<file path="config.mk">
export PLATFORM = sky130hd
export DESIGN_NAME = vga_sync_decoder
export DESIGN_NICKNAME = d
export VERILOG_FILES = /design/src/rtl/vga_sync_decoder.sv
export SDC_FILE = /design/constraint.sdc
export NUM_CORES = 1
export LEC_CHECK = 0
export CORE_MARGIN = 8
export CORE_UTILIZATION = 55
export CTS_CLUSTER_SIZE = 30
export DETAILED_ROUTE_END_ITERATION = 10
export MAX_ROUTING_LAYER = met4
export PLACE_DENSITY = 0.77
export REMOVE_ABC_BUFFERS = 1
export SKIP_LAST_GASP = 1
export SLEW_MARGIN = 20
export SYNTH_ARGS = -nofsm -noshare
export SYNTH_HDL_FRONTEND = slang
export SYNTH_SLANG_ARGS = --single-unit
</file>
<file path="constraint.sdc">
create_clock -name sys_clk -period 5.8 [get_ports sys_clk]
set_clock_uncertainty 0.1 [all_clocks]
set_input_delay 1.74 -clock sys_clk [delete_from_list [all_inputs] [get_ports sys_clk]]
set_output_delay 1.74 -clock sys_clk [all_outputs]
set_load 0.01 [all_outputs]
</file>
<file path="src/rtl/vga_sync_decoder.sv">
// VGA sync decoder: measures hs/vs timing, acquires lock after a run of
// good frames and emits active-pixel coordinates plus qualified RGB data.
// Every output is registered and reflects the input sample of the same edge.
module vga_sync_decoder #(
    parameter int H_TOTAL     = 800,
    parameter int H_ACT_START = 144,
    parameter int H_ACTIVE    = 640,
    parameter int V_TOTAL     = 525,
    parameter int V_ACT_START = 35,
    parameter int V_ACTIVE    = 480,
    parameter int LOCK_FRAMES = 2
) (
    input  logic        sys_clk,
    input  logic        rst_n,
    input  logic        vga_hs,
    input  logic        vga_vs,
    input  logic [11:0] pixel_data,
    output logic [9:0]  pix_x,
    output logic [9:0]  pix_y,
    output logic        pix_de,
    output logic [11:0] pix_rgb,
    output logic        frame_start,
    output logic        locked,
    output logic        lock_err,
    output logic [10:0] line_len,
    output logic [10:0] frame_lines
);

    typedef enum logic [1:0] {
        ST_SEARCH = 2'd0,
        ST_VERIFY = 2'd1,
        ST_LOCKED = 2'd2
    } state_t;

    localparam logic [10:0] H_MAX   = 11'd2047;
    localparam logic [10:0] H_TOT_W = 11'(H_TOTAL);
    localparam logic [10:0] V_TOT_W = 11'(V_TOTAL);
    localparam logic [10:0] H_LO    = 11'(H_ACT_START);
    localparam logic [10:0] H_HI    = 11'(H_ACT_START + H_ACTIVE);
    localparam logic [10:0] V_LO    = 11'(V_ACT_START);
    localparam logic [10:0] V_HI    = 11'(V_ACT_START + V_ACTIVE);
    localparam logic [2:0]  LOCK_W  = 3'(LOCK_FRAMES);

    // Saturating 11-bit increment shared by position, line and line-count counters.
    function automatic logic [10:0] sat_inc(input logic [10:0] val, input logic inc);
        if (inc && (val != H_MAX)) begin
            return val + 11'd1;
        end else begin
            return val;
        end
    endfunction

    state_t      state_r;
    logic        hs_prev_r;
    logic        vs_prev_r;
    logic [10:0] h_r;
    logic [10:0] v_r;
    logic        hs_seen_r;
    logic [10:0] line_cnt_r;
    logic        frame_bad_r;
    logic [2:0]  good_cnt_r;

    logic        hs_rise_s;
    logic        vs_rise_s;
    logic [10:0] h_next_s;
    logic [10:0] v_next_s;
    logic        timeout_s;
    logic        bad_line_s;
    logic        bad_frame_s;
    logic        bad_s;
    logic        enter_lock_s;
    logic        lock_next_s;
    logic        h_active_s;
    logic        v_active_s;
    logic        de_next_s;

    // Decode edges, next raster position and the good/bad events of this sample.
    always_comb begin
        hs_rise_s = vga_hs & ~hs_prev_r;
        vs_rise_s = vga_vs & ~vs_prev_r;

        if (hs_rise_s) begin
            h_next_s = 11'd0;
        end else begin
            h_next_s = sat_inc(h_r, 1'b1);
        end

        // A vs rise wins over a simultaneous hs rise so the new frame starts on line 0.
        if (vs_rise_s) begin
            v_next_s = 11'd0;
        end else begin
            v_next_s = sat_inc(v_r, hs_rise_s);
        end

        // Only the transition into saturation is an event, not every saturated cycle.
        timeout_s    = (h_next_s == H_MAX) && (h_r != H_MAX);
        bad_line_s   = hs_rise_s && hs_seen_r && ((h_r + 11'd1) != H_TOT_W);
        // The first vs rise seen in SEARCH has no complete frame behind it.
        bad_frame_s  = vs_rise_s && (state_r != ST_SEARCH) && (line_cnt_r != V_TOT_W);
        bad_s        = bad_line_s | bad_frame_s | timeout_s;

        enter_lock_s = (state_r == ST_VERIFY) && vs_rise_s && !bad_s && !frame_bad_r
                       && ((good_cnt_r + 3'd1) == LOCK_W);
        lock_next_s  = enter_lock_s || ((state_r == ST_LOCKED) && !bad_s);

        h_active_s   = (h_next_s >= H_LO) && (h_next_s < H_HI);
        v_active_s   = (v_next_s >= V_LO) && (v_next_s < V_HI);
        de_next_s    = lock_next_s && h_active_s && v_active_s;
    end

    // Raster counters, edge history and line/frame period measurement.
    always_ff @(posedge sys_clk or negedge rst_n) begin
        if (!rst_n) begin
            hs_prev_r   <= 1'b0;
            vs_prev_r   <= 1'b0;
            h_r         <= 11'd0;
            v_r         <= 11'd0;
            hs_seen_r   <= 1'b0;
            line_cnt_r  <= 11'd0;
            frame_bad_r <= 1'b0;
            line_len    <= 11'd0;
            frame_lines <= 11'd0;
        end else begin
            hs_prev_r <= vga_hs;
            vs_prev_r <= vga_vs;
            h_r       <= h_next_s;
            v_r       <= v_next_s;

            if (timeout_s) begin
                hs_seen_r <= 1'b0;
            end else if (hs_rise_s) begin
                hs_seen_r <= 1'b1;
            end else begin
                hs_seen_r <= hs_seen_r;
            end

            // An hs rise coinciding with a vs rise belongs to the new frame.
            if (vs_rise_s) begin
                line_cnt_r <= {10'd0, hs_rise_s};
            end else begin
                line_cnt_r <= sat_inc(line_cnt_r, hs_rise_s);
            end

            if (vs_rise_s) begin
                frame_bad_r <= 1'b0;
            end else begin
                frame_bad_r <= frame_bad_r | bad_line_s;
            end

            if (hs_rise_s && hs_seen_r) begin
                line_len <= h_r + 11'd1;
            end else begin
                line_len <= line_len;
            end

            if (vs_rise_s) begin
                frame_lines <= line_cnt_r;
            end else begin
                frame_lines <= frame_lines;
            end
        end
    end

    // Lock acquisition FSM with registered locked/lock_err/frame_start.
    always_ff @(posedge sys_clk or negedge rst_n) begin
        if (!rst_n) begin
            state_r     <= ST_SEARCH;
            good_cnt_r  <= 3'd0;
            locked      <= 1'b0;
            lock_err    <= 1'b0;
            frame_start <= 1'b0;
        end else begin
            case (state_r)
                ST_SEARCH: begin
                    locked      <= 1'b0;
                    lock_err    <= 1'b0;
                    frame_start <= 1'b0;
                    good_cnt_r  <= 3'd0;
                    if (vs_rise_s) begin
                        state_r <= ST_VERIFY;
                    end else begin
                        state_r <= ST_SEARCH;
                    end
                end
                ST_VERIFY: begin
                    frame_start <= 1'b0;
                    if (timeout_s) begin
                        state_r    <= ST_SEARCH;
                        good_cnt_r <= 3'd0;
                        locked     <= 1'b0;
                        lock_err   <= 1'b1;
                    end else if (bad_s) begin
                        state_r    <= ST_VERIFY;
                        good_cnt_r <= 3'd0;
                        locked     <= 1'b0;
                        lock_err   <= 1'b1;
                    end else if (enter_lock_s) begin
                        state_r    <= ST_LOCKED;
                        good_cnt_r <= 3'd0;
                        locked     <= 1'b1;
                        lock_err   <= 1'b0;
                    end else if (vs_rise_s && !frame_bad_r) begin
                        state_r    <= ST_VERIFY;
                        good_cnt_r <= good_cnt_r + 3'd1;
                        locked     <= 1'b0;
                        lock_err   <= 1'b0;
                    end else if (vs_rise_s) begin
                        state_r    <= ST_VERIFY;
                        good_cnt_r <= 3'd0;
                        locked     <= 1'b0;
                        lock_err   <= 1'b0;
                    end else begin
                        state_r    <= ST_VERIFY;
                        good_cnt_r <= good_cnt_r;
                        locked     <= 1'b0;
                        lock_err   <= 1'b0;
                    end
                end
                ST_LOCKED: begin
                    good_cnt_r <= 3'd0;
                    if (bad_s) begin
                        state_r     <= ST_SEARCH;
                        locked      <= 1'b0;
                        lock_err    <= 1'b1;
                        frame_start <= 1'b0;
                    end else begin
                        state_r     <= ST_LOCKED;
                        locked      <= 1'b1;
                        lock_err    <= 1'b0;
                        frame_start <= vs_rise_s;
                    end
                end
                default: begin
                    state_r     <= ST_SEARCH;
                    good_cnt_r  <= 3'd0;
                    locked      <= 1'b0;
                    lock_err    <= 1'b0;
                    frame_start <= 1'b0;
                end
            endcase
        end
    end

    // Active-pixel qualifier, coordinates and gated RGB.
    always_ff @(posedge sys_clk or negedge rst_n) begin
        if (!rst_n) begin
            pix_de  <= 1'b0;
            pix_x   <= 10'd0;
            pix_y   <= 10'd0;
            pix_rgb <= 12'd0;
        end else begin
            pix_de <= de_next_s;
            if (de_next_s) begin
                pix_x   <= 10'(h_next_s - H_LO);
                pix_y   <= 10'(v_next_s - V_LO);
                pix_rgb <= pixel_data;
            end else begin
                pix_x   <= 10'd0;
                pix_y   <= 10'd0;
                pix_rgb <= 12'd0;
            end
        end
    end

endmodule

</file>
# --- Word level (Yosys, flattened, before mapping) ---
# Index checks and enable logic that the tools add are counted.
word_totals:
  reg_bits: 100
  latchBits: 0
  mem_bits_rw: 0
  romBits: 0
  output_inout_bits: 58
  memories: 0
classes:
  add_sub_neg: 6
  multipliers: 0
  n_div: 0
  order_cmp: 4
  eq_ne: 10
  shift: 0
  n_mux: 34
  bitwise: 7
  n_reduce_logical: 24
ops:
  columns: ["operator", "n"]
  rows:
  - ["11-bit two-way mux", 6]
  - ["11-bit by 1-bit adder with 11-bit output, second input constant", 3]
  - ["11-bit != test, second input constant", 3]
  - ["11-bit by 10-bit < comparator with 1-bit output, second input constant", 2]
  - ["11-bit by 10-bit != test with 1-bit output, second input constant", 2]
  - ["10-bit two-way mux", 2]
  - ["3-bit two-way mux", 6]
  - ["1-bit logical AND", 17]
  - ["1-bit two-way mux", 12]
  - ["12-bit two-way mux", 1]
  - ["11-bit equality test, second input constant", 1]
  - ["11-bit by 6-bit >= comparator with 1-bit output, second input constant", 1]
  - ["11-bit by 8-bit >= comparator with 1-bit output, second input constant", 1]
  - ["10-bit by 6-bit subtractor with 10-bit output, second input constant", 1]
  - ["10-bit by 8-bit subtractor with 10-bit output, second input constant", 1]
  - ["2-bit two-way mux", 4]
  - ["6-bit by 5-bit != test with 1-bit output, second input constant", 1]
  - ["2-bit one-hot mux with 3 select lines", 1]
  - ["2-bit nonzero test", 3]
  - ["1-bit one-hot mux with 2 select lines", 2]
  - ["3-bit by 1-bit adder with 3-bit output, second input constant", 1]
  - ["3-bit by 2-bit equality test with 1-bit output, second input constant", 1]
  - ["1-bit bitwise OR", 3]
  - ["1-bit bitwise AND", 2]
  - ["other kinds (6)", 8]

# --- Longest topological paths before layout ---
depth:
  word_depth: 14
  depth_mapped: 15
  ltp_nobuf: 12

# --- Least setup slack after synthesis ---
# No wires, ideal clock.
synth_timing:
  kind: "input port to flip-flop"
  from: "input port vga_vs"
  to: "register pix_y[8]"
  setup_time_ns: 0.126
  arrival_ns: 4.342
  t_required_ns: 5.574
  slack_ns: 1.233
  stages: 11
  n_path_buf: 3
  path_cell_list: "nor2b_1 > clkbuf_1 > clkbuf_1 > clkbuf_1 > a21oi_1 > ha_1 > a2111oi_0 > o21ai_0 > a21oi_1 > xnor2_1 > nor3_1"
synth_via:
  word_cells_on_any_way: 20
  classes_between: "add/sub: 1; order compare: 2; mux: 2; bitwise: 3; reduce/logical: 12"
synth_rtl:
  columns: ["item", "line_no", "source"]
  rows:
  - ["start, declared", "16", "input logic vga_vs,"]
  - ["1-bit bitwise AND (*)", "80", "vs_rise_s = vga_vs & ~vs_prev_r;"]
  - ["11-bit two-way mux (*)", "89", "if (vs_rise_s) begin"]
  - ["via v_next_s[1]", "66", "logic [10:0] v_next_s;"]
  - ["11-bit by 6-bit >= comparator with 1-bit output / 11-bit by 10-bit < comparator with 1-bit output (equally long branches)", "107", "v_active_s = (v_next_s >= V_LO) && (v_next_s < V_HI);"]
  - ["1-bit logical AND", "107", null]
  - ["1-bit logical AND", "108", "de_next_s = lock_next_s && h_active_s && v_active_s;"]
  - ["10-bit two-way mux (*)", "253", "if (de_next_s) begin"]
  - ["end signal, assigned", "255", "pix_y <= 10'(v_next_s - V_LO);"]
  - ["end, declared", "19", "output logic [9:0] pix_y,"]
# The timed path passes the listed nets; every way through them passes the cells marked *.
# A chain may end at the register's enable or synchronous reset.

# --- Final worst setup path ---
layout_timing:
  from: "input port vga_hs"
  to: "register pix_y[8]"
layout_via:
  word_cells_on_any_way: 27
  classes_between: "add/sub: 1; order compare: 4; eq/ne: 1; mux: 4; bitwise: 3; reduce/logical: 14"
layout_rtl:
  columns: ["item", "line_no", "source"]
  rows:
  - ["start, declared", "15", "input logic vga_hs,"]
  - ["1-bit bitwise AND (*)", "79", "hs_rise_s = vga_hs & ~hs_prev_r;"]
  - ["1-bit logical AND (*)", "46", "if (inc && (val != H_MAX)) begin"]
  - ["11-bit two-way mux (*)", "46", null]
  - ["11-bit two-way mux (*)", "89", null]
  - ["via v_next_s[0]", "66", null]
  - ["11-bit by 6-bit >= comparator with 1-bit output / 11-bit by 10-bit < comparator with 1-bit output (equally long branches)", "107", null]
  - ["1-bit logical AND", "107", null]
  - ["1-bit logical AND", "108", null]
  - ["10-bit two-way mux (*)", "253", null]
# Marked as above.

==> run metrics <==
I/O pin total=74; max-slew headroom at the worst pin=42.58%; Synth area leaders=dfrtp_1, nand2_1, nor2_1; Post-Syn Area=5380 um2; Routed Antenna Nets=0; area post-placement=6162 um2; worst slack at placement=803.2 ps; # rows=36; clock sink count=100; Buf/Inv on CP=1; Synth area leader=dfrtp_1; asr flop ratio synth=100.0%; Initial DRC Count=322; clk_lat worst skew=360 ps; largest net degree at the start of global routing=70; Clock transition at path regs=90 ps; CTS root buf=clkbuf_8; CP Launch Point=vga_hs; GPL Wtd Cong=0.9239; CTS tree=built; Clock Tree Buf Depth=2; global-route wire length before repair=21050 um; hold_buf cts=0; Tmin final=4526 ps; WL/cell=17.11 um; Max Cap Viol=0; worst-margin pin slew=861.2 ps; critical path launch point type=primary input; residual DRC count=0; Syn Inst Count=551; worst path required time=5970 ps; initial antenna violation count=0; worst-path fanout max=12; Yosys top cell area share=46.51%; R2R depth=11; Synth cell types=73; crit share post-route=78.04%; gr ovfl total=0; Critical Path Sink=pix_y[8]$_DFF_PN0_; Post-synth top flop=dfrtp_1; hpwl dp=9343 um; stages on the worst setup path=11; Initial Utilization=55.82%; slowest stage cell, crit path=clkdlybuf4s50_1; fin. max-slew vios=0; routed vias=4314; gr usage total=20.61%; vias in the first global route=4217; Setup TNS Final=0 ps; status=finished, final reports clean; Critical Path AT=4700 ps; TritonCTS buffer count=9; Hold Crit Depth=2; layout cells sized above 1=10.39%; Layout area overhead=18.33%; routed vias/inst=5.760; fin area=6366 um2; Seq cells post-synth=100; Syn Area/Cell=9.764 um2; PwrDens=237.7 nW/um2; CP peak stage delay=540 ps; final net count=641; Fmax=0.2209 GHz; RSZ-0062 raised after global routing=no; total die area=13200 um2; core area=9639 um2; crit path kind=in -> reg; Peak supply drop=0.1419 mV; post-synthesis sequential area ratio=46.51%; final setup fails=0; fillers=795; chip width=114.9 um; ANT cells=0; Post-synth EDFFs=0; RR Endpoint=state_r[0]$_DFF_PN0_; die height=114.9 um; final hold vios=0; flop-to-flop setup slack=2020 ps; PostCTS Resize Cnt=0; Top delay family on crit path=compound AO/OA/AOI/OAI gates; # H-tree levels=3; worst reg2reg path startpoint=h_r[0]$_DFF_PN0_; crit path cell chain=clkdlybuf4s50_1, nand2b_1, nor2_1, xnor2_1, nor2_1, ha_1, a2111oi_0, o21ai_0, a21oi_1, xnor2_1, nor3_1; port buffer count=73; Critical Path End Type=flop; worst setup margin=1274 ps; Hold Path Class=reg -> reg; Synth Warn #=0; post-CTS setup repair buffer count=0; final wirelength=12810 um; static leakage=2.740 nW; 1st-pass router iterations=5
-- state kept, by name, summed over array words and instances (netlist names), 2 cells and up --
signal,flops
pix_rgb,12
frame_lines,11
h_r,11
line_cnt_r,11
line_len,11
v_r,11
pix_x,10
pix_y,10
good_cnt_r,3
state_r,2
-- tightest hold or removal path, stage by stage, from the launching register on --
cell,delay (ps)
dfrtp_1,350
nand2_1,50
nand2_1,60
-- Yosys cell counts (3+ instances only) --
master,number
and3_1,11
a211oi_1,6
dfrtp_1,100
inv_1,12
nand2b_1,5
buf_2,14
or3_1,6
o31a_1,3
nor3_1,13
mux2_2,4
clkbuf_1,10
nand3_2,4
nor3_2,9
xnor2_1,14
nand3_1,30
a21o_1,3
xor2_1,18
and4_1,7
buf_4,8
ha_1,14
a21oi_1,13
nor2_1,55
nand3b_1,3
nor4_1,4
o21ai_0,22
nand2_1,76
a41oi_1,4
nor2b_1,8
and2_1,8
nand4_1,8
nor3b_1,3
o2111ai_1,3
a31oi_1,3
-- layer usage --
layer	vias to the layer above	routed length, um	track usage (%)
li1	2064	-	-
met1	2066	5705	26.40
met2	159	5757	30.83
met3	25	1077	5.410
met4	0	272	7.531
met5	-	0	-
-- layout make-up --
class | instances | area (um2) | area share (%)
clock buffers | 10 | 137.6 | 2.162
clock inverters | 6 | 55.05 | 0.8648
inverters | 12 | 45.04 | 0.7075
multi-input cells | 403 | 2638 | 41.43
flip-flops and latches | 100 | 2502 | 39.31
well taps | 133 | 166.4 | 2.614
repair buffers | 85 | 822.0 | 12.91
-- layout by cell type (no fill, tap or decap), drive strengths merged, types with 5 or more instances in the layout --
cell type / instances
a21oi: 13
nor2: 55
nand3: 34
dfrtp: 100
and3: 11
ha: 14
nand2b: 5
nand4: 9
nor2b: 8
and2: 8
nand2: 77
a211oi: 7
inv: 16
xor2: 18
clkdlybuf4s50: 72
nor4: 7
clkbuf: 10
buf: 13
or3: 6
nor3: 22
and4: 7
xnor2: 14
o21ai: 22
-- cells by family after synthesis --
group	synth area share [%]
AND/OR/NAND/NOR	26.47
adder cells (fa/ha/maj)	3.256
multiplexers	1.209
flip-flops	46.51
XOR/XNOR	5.209
buffers and inverters	4.512
AO/OA/AOI/OAI	12.84
-- report_power, final --
| group | leakage, nW | switching [mW] | total (mW) | internal, mW |
|---|---|---|---|---|
| sequential | 1.36 | 0.0628 | 0.802 | 0.739 |
| combinational | 1.28 | 0.152 | 0.282 | 0.130 |
| clock | 0.0998 | 0.252 | 0.430 | 0.177 |
-- how the worst min path moves through the flow --
stage,end,start
final,frame_lines[2]$_DFFE_PN0P_,frame_lines[2]$_DFFE_PN0P_
after global routing,frame_lines[1]$_DFFE_PN0P_,frame_lines[1]$_DFFE_PN0P_
after CTS,frame_lines[2]$_DFFE_PN0P_,frame_lines[2]$_DFFE_PN0P_
after detailed placement,frame_lines[2]$_DFFE_PN0P_,frame_lines[2]$_DFFE_PN0P_
after global placement,frame_lines[8]$_DFFE_PN0P_,frame_lines[8]$_DFFE_PN0P_
after floorplan,hs_seen_r$_DFFE_PN0P_,hs_seen_r$_DFFE_PN0P_
-- metrics by stage --
step / cells / hold slack [ps] / power, mW / utilization, %
after floorplan: 515 / 366.1 / 0.9703 / -
after global placement: 732 / 358.3 / 1.092 / 63.93
after detailed placement: 732 / 362.5 / 1.098 / 63.93
after CTS: 748 / 386.3 / 1.532 / 65.93
after global routing: 749 / 407.6 / 1.602 / 66.04
final: 749 / 380.6 / 1.514 / 66.04
Note: power is estimated with default switching activity, not from simulation.
